`config.mk`:
```
export PLATFORM = sky130hd
export DESIGN_NAME = cpu_trace_buffer_flat
export DESIGN_NICKNAME = d
export VERILOG_FILES = /design/src/rtl/cpu_trace_buffer_if.sv /design/src/rtl/cpu_trace_buffer.sv /design/src/flat_wrapper.sv
export SDC_FILE = /design/constraint.sdc
export NUM_CORES = 1
export LEC_CHECK = 0
export ABC_AREA = 1
export CORE_MARGIN = 4
export CORE_UTILIZATION = 25
export CTS_BUF_LIST = sky130_fd_sc_hd__clkbuf_8
export CTS_CLUSTER_DIAMETER = 50
export DETAILED_ROUTE_END_ITERATION = 7
export PLACE_DENSITY_LB_ADDON = 0.1
export SLEW_MARGIN = 20
export SYNTH_ARGS = -nofsm -noshare
export SYNTH_HDL_FRONTEND = slang
export SYNTH_SLANG_ARGS = --single-unit
```
`constraint.sdc`:
```
create_clock -name clk -period 5.67 [get_ports clk]
set_input_delay 0.567 -clock clk [delete_from_list [all_inputs] [get_ports clk]]
set_output_delay 0.567 -clock clk [all_outputs]
set_load 0.01 [all_outputs]
```
`src/rtl/cpu_trace_buffer_if.sv`:
```
// Writeback tap and trace read-out bundle for cpu_trace_buffer.
// The master drives writes and rd_ready; the slave returns the head entry and status.
interface cpu_trace_buffer_if #(
  parameter int DATA_W = 32,
  parameter int ADDR_W = 5,
  parameter int PC_W   = 32,
  parameter int DEPTH  = 16,
  parameter int CYC_W  = 16
);
  localparam int CNT_W = $clog2(DEPTH) + 1;

  logic              wb_en;
  logic [ADDR_W-1:0] wb_addr;
  logic [DATA_W-1:0] wb_data;
  logic [PC_W-1:0]   wb_pc;
  logic              rd_ready;
  logic              rd_valid;
  logic [ADDR_W-1:0] rd_addr;
  logic [DATA_W-1:0] rd_data;
  logic [PC_W-1:0]   rd_pc;
  logic [CYC_W-1:0]  rd_cycle;
  logic [CNT_W-1:0]  count;
  logic              overflow;
  logic              run_done;
  logic [CYC_W-1:0]  cycle_count;

  modport master (
    output wb_en, wb_addr, wb_data, wb_pc, rd_ready,
    input  rd_valid, rd_addr, rd_data, rd_pc, rd_cycle,
    input  count, overflow, run_done, cycle_count
  );

  modport slave (
    input  wb_en, wb_addr, wb_data, wb_pc, rd_ready,
    output rd_valid, rd_addr, rd_data, rd_pc, rd_cycle,
    output count, overflow, run_done, cycle_count
  );
endinterface

```
`src/rtl/cpu_trace_buffer.sv`:
```
// Circular writeback trace with cycle timestamps and a run budget.
// Define CPU_TRACE_ZERO_FILTER_EN to drop writes to register 0.
module cpu_trace_buffer #(
  parameter int DATA_W     = 32,
  parameter int ADDR_W     = 5,
  parameter int PC_W       = 32,
  parameter int DEPTH      = 16,
  parameter int CYC_W      = 16,
  parameter int MAX_CYCLES = 20
) (
  input logic             clk,
  input logic             reset,
  cpu_trace_buffer_if.slave trc
);
  localparam int PTR_W = $clog2(DEPTH);
  localparam int CNT_W = PTR_W + 1;

  typedef struct packed {
    logic [ADDR_W-1:0] addr;
    logic [DATA_W-1:0] data;
    logic [PC_W-1:0]   pc;
    logic [CYC_W-1:0]  cycle;
  } entry_t;

  entry_t           mem [DEPTH];
  entry_t           head;
  logic [PTR_W-1:0] wptr;
  logic [PTR_W-1:0] rptr;
  logic [CNT_W-1:0] cnt;
  logic [CYC_W-1:0] cyc;
  logic             ovf;
  logic             done;
  logic             keep;
  logic             push;
  logic             pop;
  logic             full;
  logic             both;
  logic             drop;
  logic             fill;
  logic             take;

  assign done = cyc == CYC_W'(MAX_CYCLES);
  assign full = cnt == CNT_W'(DEPTH);

`ifdef CPU_TRACE_ZERO_FILTER_EN
  assign keep = trc.wb_addr != '0;
`else
  assign keep = 1'b1;
`endif

  assign push = trc.wb_en && !done && keep;
  assign pop  = (cnt != '0) && trc.rd_ready;

  // one-hot view of the four pointer/count transitions
  assign both = push && pop;
  assign drop = push && !pop && full;
  assign fill = push && !pop && !full;
  assign take = pop && !push;

  assign head             = mem[rptr];
  assign trc.rd_valid     = cnt != '0;
  assign trc.rd_addr      = head.addr;
  assign trc.rd_data      = head.data;
  assign trc.rd_pc        = head.pc;
  assign trc.rd_cycle     = head.cycle;
  assign trc.count        = cnt;
  assign trc.overflow     = ovf;
  assign trc.run_done     = done;
  assign trc.cycle_count  = cyc;

  always_ff @(posedge clk) begin
    if (reset) begin
      cyc <= '0;
    end else if (!done) begin
      cyc <= cyc + CYC_W'(1);
    end
  end

  always_ff @(posedge clk) begin
    if (reset) begin
      wptr <= '0;
      rptr <= '0;
      cnt  <= '0;
      ovf  <= 1'b0;
    end else begin
      unique case (1'b1)
        both: begin
          wptr <= wptr + PTR_W'(1);
          rptr <= rptr + PTR_W'(1);
        end
        drop: begin
          wptr <= wptr + PTR_W'(1);
          rptr <= rptr + PTR_W'(1);
          ovf  <= 1'b1;
        end
        fill: begin
          wptr <= wptr + PTR_W'(1);
          cnt  <= cnt + CNT_W'(1);
        end
        take: begin
          rptr <= rptr + PTR_W'(1);
          cnt  <= cnt - CNT_W'(1);
        end
        default: ;
      endcase
    end
  end

  // storage is never cleared; count alone decides what is valid
  always_ff @(posedge clk) begin
    if (push && !reset) begin
      mem[wptr] <= '{
        addr:  trc.wb_addr,
        data:  trc.wb_data,
        pc:    trc.wb_pc,
        cycle: cyc
      };
    end
  end
endmodule
```
`src/flat_wrapper.sv`:
```
// flat-port wrapper written by rule: the top's interface ports become plain ports
module cpu_trace_buffer_flat 
#(
  parameter int DATA_W     = 32,
  parameter int ADDR_W     = 5,
  parameter int PC_W       = 32,
  parameter int DEPTH      = 16,
  parameter int CYC_W      = 16,
  parameter int MAX_CYCLES = 20
)
  (clk, reset, trc_wb_en, trc_wb_addr, trc_wb_data, trc_wb_pc, trc_rd_ready, trc_rd_valid, trc_rd_addr, trc_rd_data, trc_rd_pc, trc_rd_cycle, trc_count, trc_overflow, trc_run_done, trc_cycle_count);
  cpu_trace_buffer_if #(.DATA_W(DATA_W), .ADDR_W(ADDR_W), .PC_W(PC_W), .DEPTH(DEPTH), .CYC_W(CYC_W)) trc_i ();
  input logic clk;
  input logic reset;
  input wire logic [$bits(trc_i.wb_en)-1:0] trc_wb_en;
  input wire logic [$bits(trc_i.wb_addr)-1:0] trc_wb_addr;
  input wire logic [$bits(trc_i.wb_data)-1:0] trc_wb_data;
  input wire logic [$bits(trc_i.wb_pc)-1:0] trc_wb_pc;
  input wire logic [$bits(trc_i.rd_ready)-1:0] trc_rd_ready;
  output wire logic [$bits(trc_i.rd_valid)-1:0] trc_rd_valid;
  output wire logic [$bits(trc_i.rd_addr)-1:0] trc_rd_addr;
  output wire logic [$bits(trc_i.rd_data)-1:0] trc_rd_data;
  output wire logic [$bits(trc_i.rd_pc)-1:0] trc_rd_pc;
  output wire logic [$bits(trc_i.rd_cycle)-1:0] trc_rd_cycle;
  output wire logic [$bits(trc_i.count)-1:0] trc_count;
  output wire logic [$bits(trc_i.overflow)-1:0] trc_overflow;
  output wire logic [$bits(trc_i.run_done)-1:0] trc_run_done;
  output wire logic [$bits(trc_i.cycle_count)-1:0] trc_cycle_count;
  assign trc_i.wb_en = trc_wb_en;
  assign trc_i.wb_addr = trc_wb_addr;
  assign trc_i.wb_data = trc_wb_data;
  assign trc_i.wb_pc = trc_wb_pc;
  assign trc_i.rd_ready = trc_rd_ready;
  assign trc_rd_valid = trc_i.rd_valid;
  assign trc_rd_addr = trc_i.rd_addr;
  assign trc_rd_data = trc_i.rd_data;
  assign trc_rd_pc = trc_i.rd_pc;
  assign trc_rd_cycle = trc_i.rd_cycle;
  assign trc_count = trc_i.count;
  assign trc_overflow = trc_i.overflow;
  assign trc_run_done = trc_i.run_done;
  assign trc_cycle_count = trc_i.cycle_count;
  cpu_trace_buffer #(.DATA_W(DATA_W), .ADDR_W(ADDR_W), .PC_W(PC_W), .DEPTH(DEPTH), .CYC_W(CYC_W), .MAX_CYCLES(MAX_CYCLES)) u_core (.clk(clk), .reset(reset), .trc(trc_i));
endmodule
```
==> out/results.txt, run 1 <==
Count leader, synth = edfxtp_1
CTS tree = built
Final #Nets = 4211
Number of hold buffers added after cts = 0
Number of clock sinks = 1394
Hold wc startpoint = reset
Final hold vios = 0
Synthesized flop and latch total = 1394
Routability congestion estimate = 0.673
Port Buffers = 181
Mapped Cells = 3815
Slowest-stage cell, CP = buf_4
Top cells by count, synth = 1360 x edfxtp_1, 376 x inv_1, 366 x a21oi_1
Largest stage delay, worst path = 0.74 ns
Area Overhead vs Synth = 18.7%
Critical path data required time = 5.10 ns
Buffer and inverter count on the worst path = 3
Yosys top cell by area = edfxtp_1
Final setup vio count = 0
Post CTS Setup Buffer Count = 0
Status = complete, no violations
Kind of critical path = register to output port
Root buf cell = clkbuf_8
Slew Limit Fails = 0
Top-area cell type share of the netlist area = 0.735
Vias in the first global route = 33400
DR WL/cell = 23.4 um
R2r startpoint = u_core.trc.cycle_count[1]
Cell Rows = 172
GRT Total Usage = 0.145
Die area = 0.230 mm2
Final std cells w/o fill = 7265
Worst-case hold path end point = u_core.trc.cycle_count[4]
Fraction of layout cells with a size suffix above 1 = 0.100
Initial DRC Count = 1933
DRT antenna net count = 0
Seq/Total Area, Yosys = 0.748
Hold Crit Depth = 3
GRT busiest layer = met2
Synthesized cell area = 0.0555 mm2
Core Util, Final = 0.299
Worst skew pair latency = 1.00 ns
Antenna violations before repair = 17
Htree depth = 5
Slew @ Worst Pin = 1.08 ns
Worst-path clk slew = 0.05 ns
Fmax = 0.211 GHz
Post-synth EDFFs = 1360
Power after layout = 25800 uW
Max Cap Viol = 0
Crit-path cells = buf_4 -> buf_4 -> a21oi_1 -> o21ai_0 -> o21ai_0 -> o211ai_1 -> nand2_1 -> clkdlybuf4s50_1
Post_cts resized = 0
Top_reg_cell synth = edfxtp_1
PwrDens = 392 mW/mm2
Worst path depth = 8
Synth Warn # = 0
Hold Crit Class = primary input to register
First-pass GRT wire length = 244000 um
Detailed Routing Iterations Pass 1 = 5
Die W = 479 um
Synth top area cells = edfxtp_1 74%, mux2i_1 6.1%, o211ai_1 4.6%, a21oi_1 3.3%, o21ai_0 3.0%
CTS max path bufs = 4
Worst setup EP type = output port
Reg2reg end = u_core.mem[8][38]
Post-Synthesis Net Count = 3899
Largest delay share family, worst path = buffers and inverters
Flop2flop setup slack = 1.79 ns
Fin crit period = 4.74 ns
Die height = 479 um
Via Count = 32300
Via/cell ratio = 4.45
WL final = 170000 um
Dpl cells = 6799
Count of cell types in the netlist = 31
Area after DPL = 0.0612 mm2
Drc violations = 0
Unrepaired setup endpoints after global routing = no
Met1 Use GR = 0.205
Period utilization = 0.835
Syn Area/Cell = 14.6 um2
Finished layout cell area = 0.0659 mm2
Largest net degree at the start of global routing = 163
Arr. time, crit path = 4.17 ns
Ports = 182
Total gr overflow = 0
Fin Hold WS = 0.348 ns
Initial Util = 0.252
Leakage = 0.0217 uW
Worst reg2reg path depth = 12
Core area = 0.220 mm2
Number of CTS-inserted buffers = 284
GRT met2 Usage = 0.225
Relative slew slack = 0.283
GR met3 Demand/Resource = 0.0311
Detail Placement HPWL = 84400 um
IR drop worst, VDD = 0.203 mV
Critical path peak fanout = 60
Ys async rst share = 0
Startpoint types = register
Skew final = 0.0583 ns
[metrics by stage]
stage / TNS (ns) / setup WS [ns]
CTS: 0 / 0.660
finish: 0 / 0.934
floorplan: -97.20 / -0.0953
global placement: 0 / 1.73
global route: 0 / 0.615
detailed placement: 0 / 1.72
[area by class of cell]
type,count,area [um2]
diodes,2,5.00
fillers,22100,154000
multi-input cells,1796,11600
clock inverters,176,771
repair buffers,273,2920
well taps,2958,3700
inverters,378,1440
clock buffers,288,3960
flip-flops and latches,1394,41500
[logic make-up after synthesis]
kind of cell,after synthesis,synth area share
flip-flops,1394,0.748
buffers and inverters,625,0.0462
AND/OR/NAND/NOR,311,0.0245
adder cells (fa/ha/maj),11,0.00261
XOR/XNOR,3,0.000473
multiplexers,340,0.0613
AO/OA/AOI/OAI,1131,0.117
[worst reg2reg max path, stage by stage (launching register included)]
cell and delay (ns):
dfxtp_1 0.77, inv_1 0.14, ha_1 0.21, inv_1 0.08, nor2_1 0.04, nand2_1 0.10
nor2_1 0.04, nand2_1 0.23, nand2_2 0.18, nor2_1 0.22, nand2_1 0.28, nor2_4 0.86
buf_12 0.35
[cell usage in the layout (no fill, tap or decap), types with 9 or more instances in the layout]
master,netlist,layout
edfxtp_1,1360,1360
inv_1,376,470
a21oi_1,366,366
mux2i_1,340,340
o211ai_1,340,340
o21ai_0,331,331
clkbuf_8,0,288
clkdlybuf4s50_1,0,181
nand2_1,129,129
nand3_1,115,115
o21ai_1,92,92
buf_4,31,59
clkinv_1,1,57
buf_12,0,33
dfxtp_1,34,30
nor2_1,45,29
nor2_4,0,16
clkinv_2,0,11
ha_1,10,10
clkinvlp_4,0,9
[power by group]
| part | switching (uW) | total [uW] | leakage [uW] | internal (uW) |
|---|---|---|---|---|
| logic | 3200 | 5240 | 0.00646 | 2030 |
| registers | 115 | 11500 | 0.0125 | 11400 |
| clock network | 4310 | 9060 | 0.00275 | 4750 |
| total | 7630 | 25800 | 0.0217 | 18200 |
[worst max-delay path by stage]
stage | start | endpoint
after global placement | u_core.trc.cycle_count[1] | u_core.mem[4][37]
after floorplan | u_core.trc.cycle_count[0] | u_core.mem[0][0]
after global routing | register | trc_rd_data[2]
after CTS | register | trc_rd_data[22]
after detailed placement | u_core.trc.cycle_count[1] | u_core.mem[4][37]
final | register | trc_rd_data[22]
[layer usage]
layer  vias up  routed length, um
li1      15000                  -
met3       266               7500
met2       704              76800
met5         -                 10
met1     16300              82700
met4         2               3150
[sequential cells by signal, summed over array words and instances, names as in the netlist, named ones only]
register                count
u_core.mem               1360
u_core.trc.cycle_count     16
u_core.trc.count            5
u_core.rptr                 4
u_core.wptr                 4
u_core.trc.overflow         1
Note: power is estimated with default switching activity, not from simulation.
==> run 2: changes to the inputs <==
==> constraint.sdc (replaced) <==
create_clock -name clk -period 4.75 [get_ports clk]
set_input_delay 0.475 -clock clk [delete_from_list [all_inputs] [get_ports clk]]
set_output_delay 0.475 -clock clk [all_outputs]
set_load 0.01 [all_outputs]
==> out/results.txt, run 2 (synthesis results as in run 1) <==
Via/cell ratio = 4.41 (was 4.45)
Post CTS Setup Buffer Count = 0 (unchanged)
Vias in the first global route = 33000 (was 33400)
GRT Total Usage = 0.143 (was 0.145)
Largest register FFs = 1360 (unchanged)
Fin Hold WS = 0.279 ns (was 0.348 ns)
Worst-path clk slew = 0.06 ns (was 0.05 ns)
Number of clock sinks = 1394 (unchanged)
Cell Rows = 172 (unchanged)
Total gr overflow = 0 (unchanged)
Slew Limit Fails = 0 (unchanged)
Pint = 21700 uW (was 18200 uW)
Fmax = 0.236 GHz
Fin crit period = 4.23 ns
Area Overhead vs Synth = 19.1% (was 18.7%)
Port Buffers = 181 (unchanged)
IR drop worst, VDD = 0.283 mV (was 0.203 mV)
Critical path peak fanout = 133 (was 60)
DRT antenna net count = 0 (unchanged)
Area occupied by multi-input gates = 0.0116 mm2 (unchanged)
Routability congestion estimate = 0.673 (about the same)
Root buf cell = clkbuf_8 (unchanged)
Switching share of power = 0.295 (was 0.296)
Max Cap Viol = 0 (unchanged)
Antenna violations before repair = 10 (was 17)
Final setup vio count = 0 (unchanged)
Most common cell after layout, fill and taps aside = edfxtp_1 (unchanged)
Detail Placement HPWL = 82600 um (was 84400 um)
Commonest non-fill, non-tap cells in the layout = 1360 x edfxtp_1, 472 x inv_1, 366 x a21oi_1, 340 x mux2i_1, 340 x o211ai_1 (was 1360 x edfxtp_1, 470 x inv_1, 366 x a21oi_1, 340 x mux2i_1, 340 x o211ai_1)
Number of CTS-inserted buffers = 283 (was 284)
Number of fill cells in the layout = 22100 (about the same)
First-pass GRT wire length = 241000 um (was 244000 um)
Ports = 182 (unchanged)
Die area = 0.230 mm2 (unchanged)
Unrepaired setup endpoints after global routing = no (unchanged)
Leakage = 0.0217 uW (about the same)
Number of hold buffers added after cts = 0 (unchanged)
Clock group share of total power = 0.351 (about the same)
Skew final = 0.0688 ns (was 0.0583 ns)
Largest net degree at the start of global routing = 136 (was 163)
CTS tree = built (unchanged)
Die height = 479 um (unchanged)
DR WL/cell = 23.0 um (was 23.4 um)
Die W = 479 um (unchanged)
Relative slew slack = 0.249 (was 0.283)
Detailed Routing Iterations Pass 1 = 5 (unchanged)
Register area = 0.0415 mm2 (unchanged)
PwrDens = 465 mW/mm2 (was 392 mW/mm2)
Status = complete, no violations (unchanged)
Core area = 0.220 mm2 (unchanged)
Final hold vios = 0 (unchanged)
Post_cts resized = 0 (unchanged)
Switching pwr = 9060 uW (was 7630 uW)
Worst setup EP type = output port (unchanged)
CTS max path bufs = 4 (unchanged)
Drc violations = 0 (unchanged)
Worst skew pair latency = 0.99 ns (was 1.00 ns)
Final #Nets = 4211 (unchanged)
Critical path data required time = 4.28 ns (was 5.10 ns)
Kind of critical path = register to output port (unchanged)
Htree depth = 5 (unchanged)
Initial DRC Count = 2041 (was 1933)
Via Count = 32000 (was 32300)
Slew @ Worst Pin = 1.13 ns (was 1.08 ns)
Comb power frac = 0.204 (was 0.203)
Setup_tns = 0 ns (unchanged)
WL final = 167000 um (was 170000 um)
Initial Util = 0.252 (unchanged)
Fraction of layout cells with a size suffix above 1 = 0.101 (was 0.100)
Startpoint types = register (unchanged)
Reg power frac = 0.446 (about the same)
Biggest register = u_core.mem (unchanged)
Hold Crit Class = primary input to register (unchanged)
Arr. time, crit path = 3.75 ns (was 4.17 ns)
Period utilization = 0.890
## run 2: cell count changes in the layout (fill, tap and decap cells not counted), sizes merged
| cell | change |
|---|---|
| buf | +1 |
| diode | +3 |
| bufinv | -1 |
| clkbuf | +1 |
| clkinv | +3 |
| clkinvlp | -2 |
| inv | +4 |
## run 2: area by class of cell
type,count,share of cell area
sequential,1394,0.628
multi-input combinational,1796,0.175
inverter,378,0.0218
clock inverter,180,0.0115
timing repair buffer,274,0.0472
tap,2958,0.0560
clock buffer,289,0.0602
antenna,5,0.000189
## run 2: metrics by stage
step	power (uW)	setup WS [ns]	util	area (um2)	instances
after floorplan	17900	-1.02	-	55500	3815
after global placement	20400	1.19	0.278	61400	6800
after detailed placement	20400	1.16	0.278	61400	6800
after CTS	31500	0.322	0.300	66100	7269
after global routing	32600	0.182	0.300	66100	7271
final	30700	0.520	0.300	66100	7274
## run 2: power by group through the flow
stage,combinational [uW],clock [uW],sequential [uW]
final,6260,10800,13700
after global routing,6970,11900,13700
after CTS,6470,11300,13700
after detailed placement,6450,0,13900
after global placement,6480,0,13900
after floorplan,3980,0,13900
## run 2: final timing paths
kind	start	end	slack (ns)	cells after the start
hold reg to reg	u_core.trc.overflow	u_core.trc.overflow	0.46	2
setup / recovery	register	trc_rd_cycle[12]	0.52	7
setup reg to reg	u_core.trc.cycle_count[14]	u_core.mem[14][37]	1.21	9
hold / removal	reset	u_core.trc.count[2]	0.28	3
## run 2: metal layers
layer | global-route usage | share of wire | vias to the layer above
li1 | - | - | 15000
met1 | 0.200 | 0.48 | 16100
met2 | 0.225 | 0.46 | 628
met3 | 0.0309 | 0.045 | 268
met4 | 0.0386 | 0.021 | 2
met5 | 0 | 0.00012 | -
## run 2: worst max-delay path: stages (launching register included)
cell and delay (ns):
dfxtp_4 0.60, buf_12 0.48, a21oi_1 0.06, o21ai_0 0.11, o21ai_0 0.15, o211ai_1 0.37
nand2_1 0.15, clkdlybuf4s50_1 0.54
==> run 3: changes to the inputs <==
==> constraint.sdc (replaced) <==
create_clock -name clk -period 4.11 [get_ports clk]
set_input_delay 0.411 -clock clk [delete_from_list [all_inputs] [get_ports clk]]
set_output_delay 0.411 -clock clk [all_outputs]
set_load 0.01 [all_outputs]
==> out/results.txt, run 3 (synthesis results as in run 1) <==
Period utilization = 0.941
Fin crit period = 3.87 ns
Flop2flop setup slack = 0.92 ns (was 1.21 ns)
Final setup vio count = 0 (unchanged)
Final hold vios = 0 (unchanged)
GRT met2 Usage = 0.219 (was 0.225)
Detail Placement HPWL = 88800 um (was 82600 um)
Fraction of layout cells with a size suffix above 1 = 0.110 (was 0.101)
Fmax = 0.259 GHz
GR met3 Demand/Resource = 0.0278 (was 0.0309)
Met1 Use GR = 0.207 (was 0.200)
Number of hold buffers added after cts = 0 (unchanged)
Setup_tns = 0 ns (unchanged)
Initial DRC Count = 2000 (was 2041)
Number of CTS-inserted buffers = 285 (was 283)
Slew Limit Fails = 0 (unchanged)
Reg2reg end = u_core.mem[3][25] (was u_core.mem[14][37])
Ports = 182 (unchanged)
Largest register FFs = 1360 (unchanged)
Vias in the first global route = 33100 (was 33000)
Final #Nets = 4255 (was 4211)
Worst reg2reg path depth = 8 (was 9)
Status = complete, no violations (unchanged)
Skew final = 0.0482 ns (was 0.0688 ns)
Port Buffers = 181 (unchanged)
IR drop worst, VDD = 0.340 mV (was 0.283 mV)
Most common cell after layout, fill and taps aside = edfxtp_1 (unchanged)
Leakage = 0.0220 uW (was 0.0217 uW)
Critical path peak fanout = 94 (was 133)
Number of clock sinks = 1394 (unchanged)
Relative slew slack = 0.356 (was 0.249)
GRT Total Usage = 0.143 (about the same)
Cell Rows = 172 (unchanged)
First-pass GRT wire length = 242000 um (was 241000 um)
Final std cells w/o fill = 7312 (was 7274)
Total gr overflow = 0 (unchanged)
Worst-case hold path end point = u_core.wptr[2] (was u_core.trc.count[2])
Detailed Routing Iterations Pass 1 = 5 (unchanged)
Via Count = 32300 (was 32000)
Arr. time, crit path = 3.46 ns (was 3.75 ns)
DR WL/cell = 23.0 um (about the same)
Area Overhead vs Synth = 20.1% (was 19.1%)
Drc violations = 0 (unchanged)
Via/cell ratio = 4.42 (was 4.41)
Routability congestion estimate = 0.679 (was 0.673)
Worst setup EP type = output port (unchanged)
Root buf cell = clkbuf_8 (unchanged)
PwrDens = 543 mW/mm2 (was 465 mW/mm2)
Power after layout = 36200 uW (was 30700 uW)
Hold Crit Depth = 2 (was 3)
Commonest non-fill, non-tap cells in the layout = 1360 x edfxtp_1, 467 x inv_1, 366 x a21oi_1, 340 x mux2i_1, 340 x o211ai_1 (was 1360 x edfxtp_1, 472 x inv_1, 366 x a21oi_1, 340 x mux2i_1, 340 x o211ai_1)
GRT busiest layer = met2 (unchanged)
DRT antenna net count = 0 (unchanged)
Initial Util = 0.252 (unchanged)
Die W = 479 um (unchanged)
Startpoint types = register (unchanged)
Worst-path clk slew = 0.06 ns (about the same)
Biggest register = u_core.mem (unchanged)
Dpl cells = 6838 (was 6800)
Core area = 0.220 mm2 (unchanged)
Die area = 0.230 mm2 (unchanged)
Unrepaired setup endpoints after global routing = yes (was no)
R2r startpoint = u_core.trc.cycle_count[12] (was u_core.trc.cycle_count[14])
CTS tree = built (unchanged)
Htree depth = 5 (unchanged)
Hold wc startpoint = reset (unchanged)
CTS max path bufs = 4 (unchanged)
Max Cap Viol = 0 (unchanged)
Worst skew pair latency = 0.95 ns (was 0.99 ns)
Antenna violations before repair = 9 (was 10)
Hold Crit Class = primary input to register (unchanged)
Slew @ Worst Pin = 0.964 ns (was 1.13 ns)
Kind of critical path = register to output port (unchanged)
Largest net degree at the start of global routing = 122 (was 136)
WL final = 168000 um (was 167000 um)
Die height = 479 um (unchanged)
Critical path data required time = 3.70 ns (was 4.28 ns)
## run 3: metrics by stage
step | area (um2) | hold WS, ns | utilization | setup slack, ns
3_3_place_gp | 61800 | 0.462 | 0.280 | 0.962
6_report | 66700 | 0.251 | 0.303 | 0.243
2_1_floorplan | 55600 | 0.455 | - | -0.272
4_1_cts | 66600 | 0.0901 | 0.302 | 0.000165
5_1_grt | 66700 | 0.174 | 0.303 | -0.0201
3_5_place_dp | 61800 | 0.457 | 0.280 | 0.930
## run 3: how the worst max path moves through the flow
stage,endpoint,cells after the start
finish,trc_rd_cycle[14],6
floorplan,u_core.mem[0][0],11
detailed placement,u_core.mem[3][23],8
global route,trc_rd_cycle[0],7
CTS,trc_rd_data[12],8
global placement,u_core.mem[3][23],5
## run 3: critical path, stage by stage, from the launching register on
cell and delay (ns):
dfxtp_4 0.53, inv_12 0.26, buf_4 0.29, o211ai_1 0.22, nand3_1 0.20, nand2_1 0.34
clkdlybuf4s50_1 0.62
## run 3: final cells by class
cell class	count	area, um2
multi-input cells	1796	11600
diodes	3	7.51
fillers	22300	154000
well taps	2958	3700
inverters	378	1440
repair buffers	316	3620
clock buffers	291	4010
clock inverters	176	788
flip-flops and latches	1394	41500
## run 3: what timing repair did
action | CTS | global route
gates resized for setup | 2 | 1
hold endpoints to repair | 0 | 0
setup endpoints to repair | 50 | 10
buffers inserted | 1 | 3
## run 3: per-layer routing
layer / up-vias / share of wire / routed length, um
met5: - / 0.000042 / 7
met4: 2 / 0.018 / 2980
met3: 248 / 0.042 / 7070
met2: 646 / 0.45 / 74800
met1: 16300 / 0.49 / 83100
li1: 15100 / - / -
## run 3: report_power, final
group	leakage [uW]	switching [uW]	internal [uW]	total, uW
combinational	0.00683	4760	3030	7790
sequential	0.0124	73.4	15700	15800
clock	0.00279	5940	6680	12600
total	0.0220	10800	25400	36200
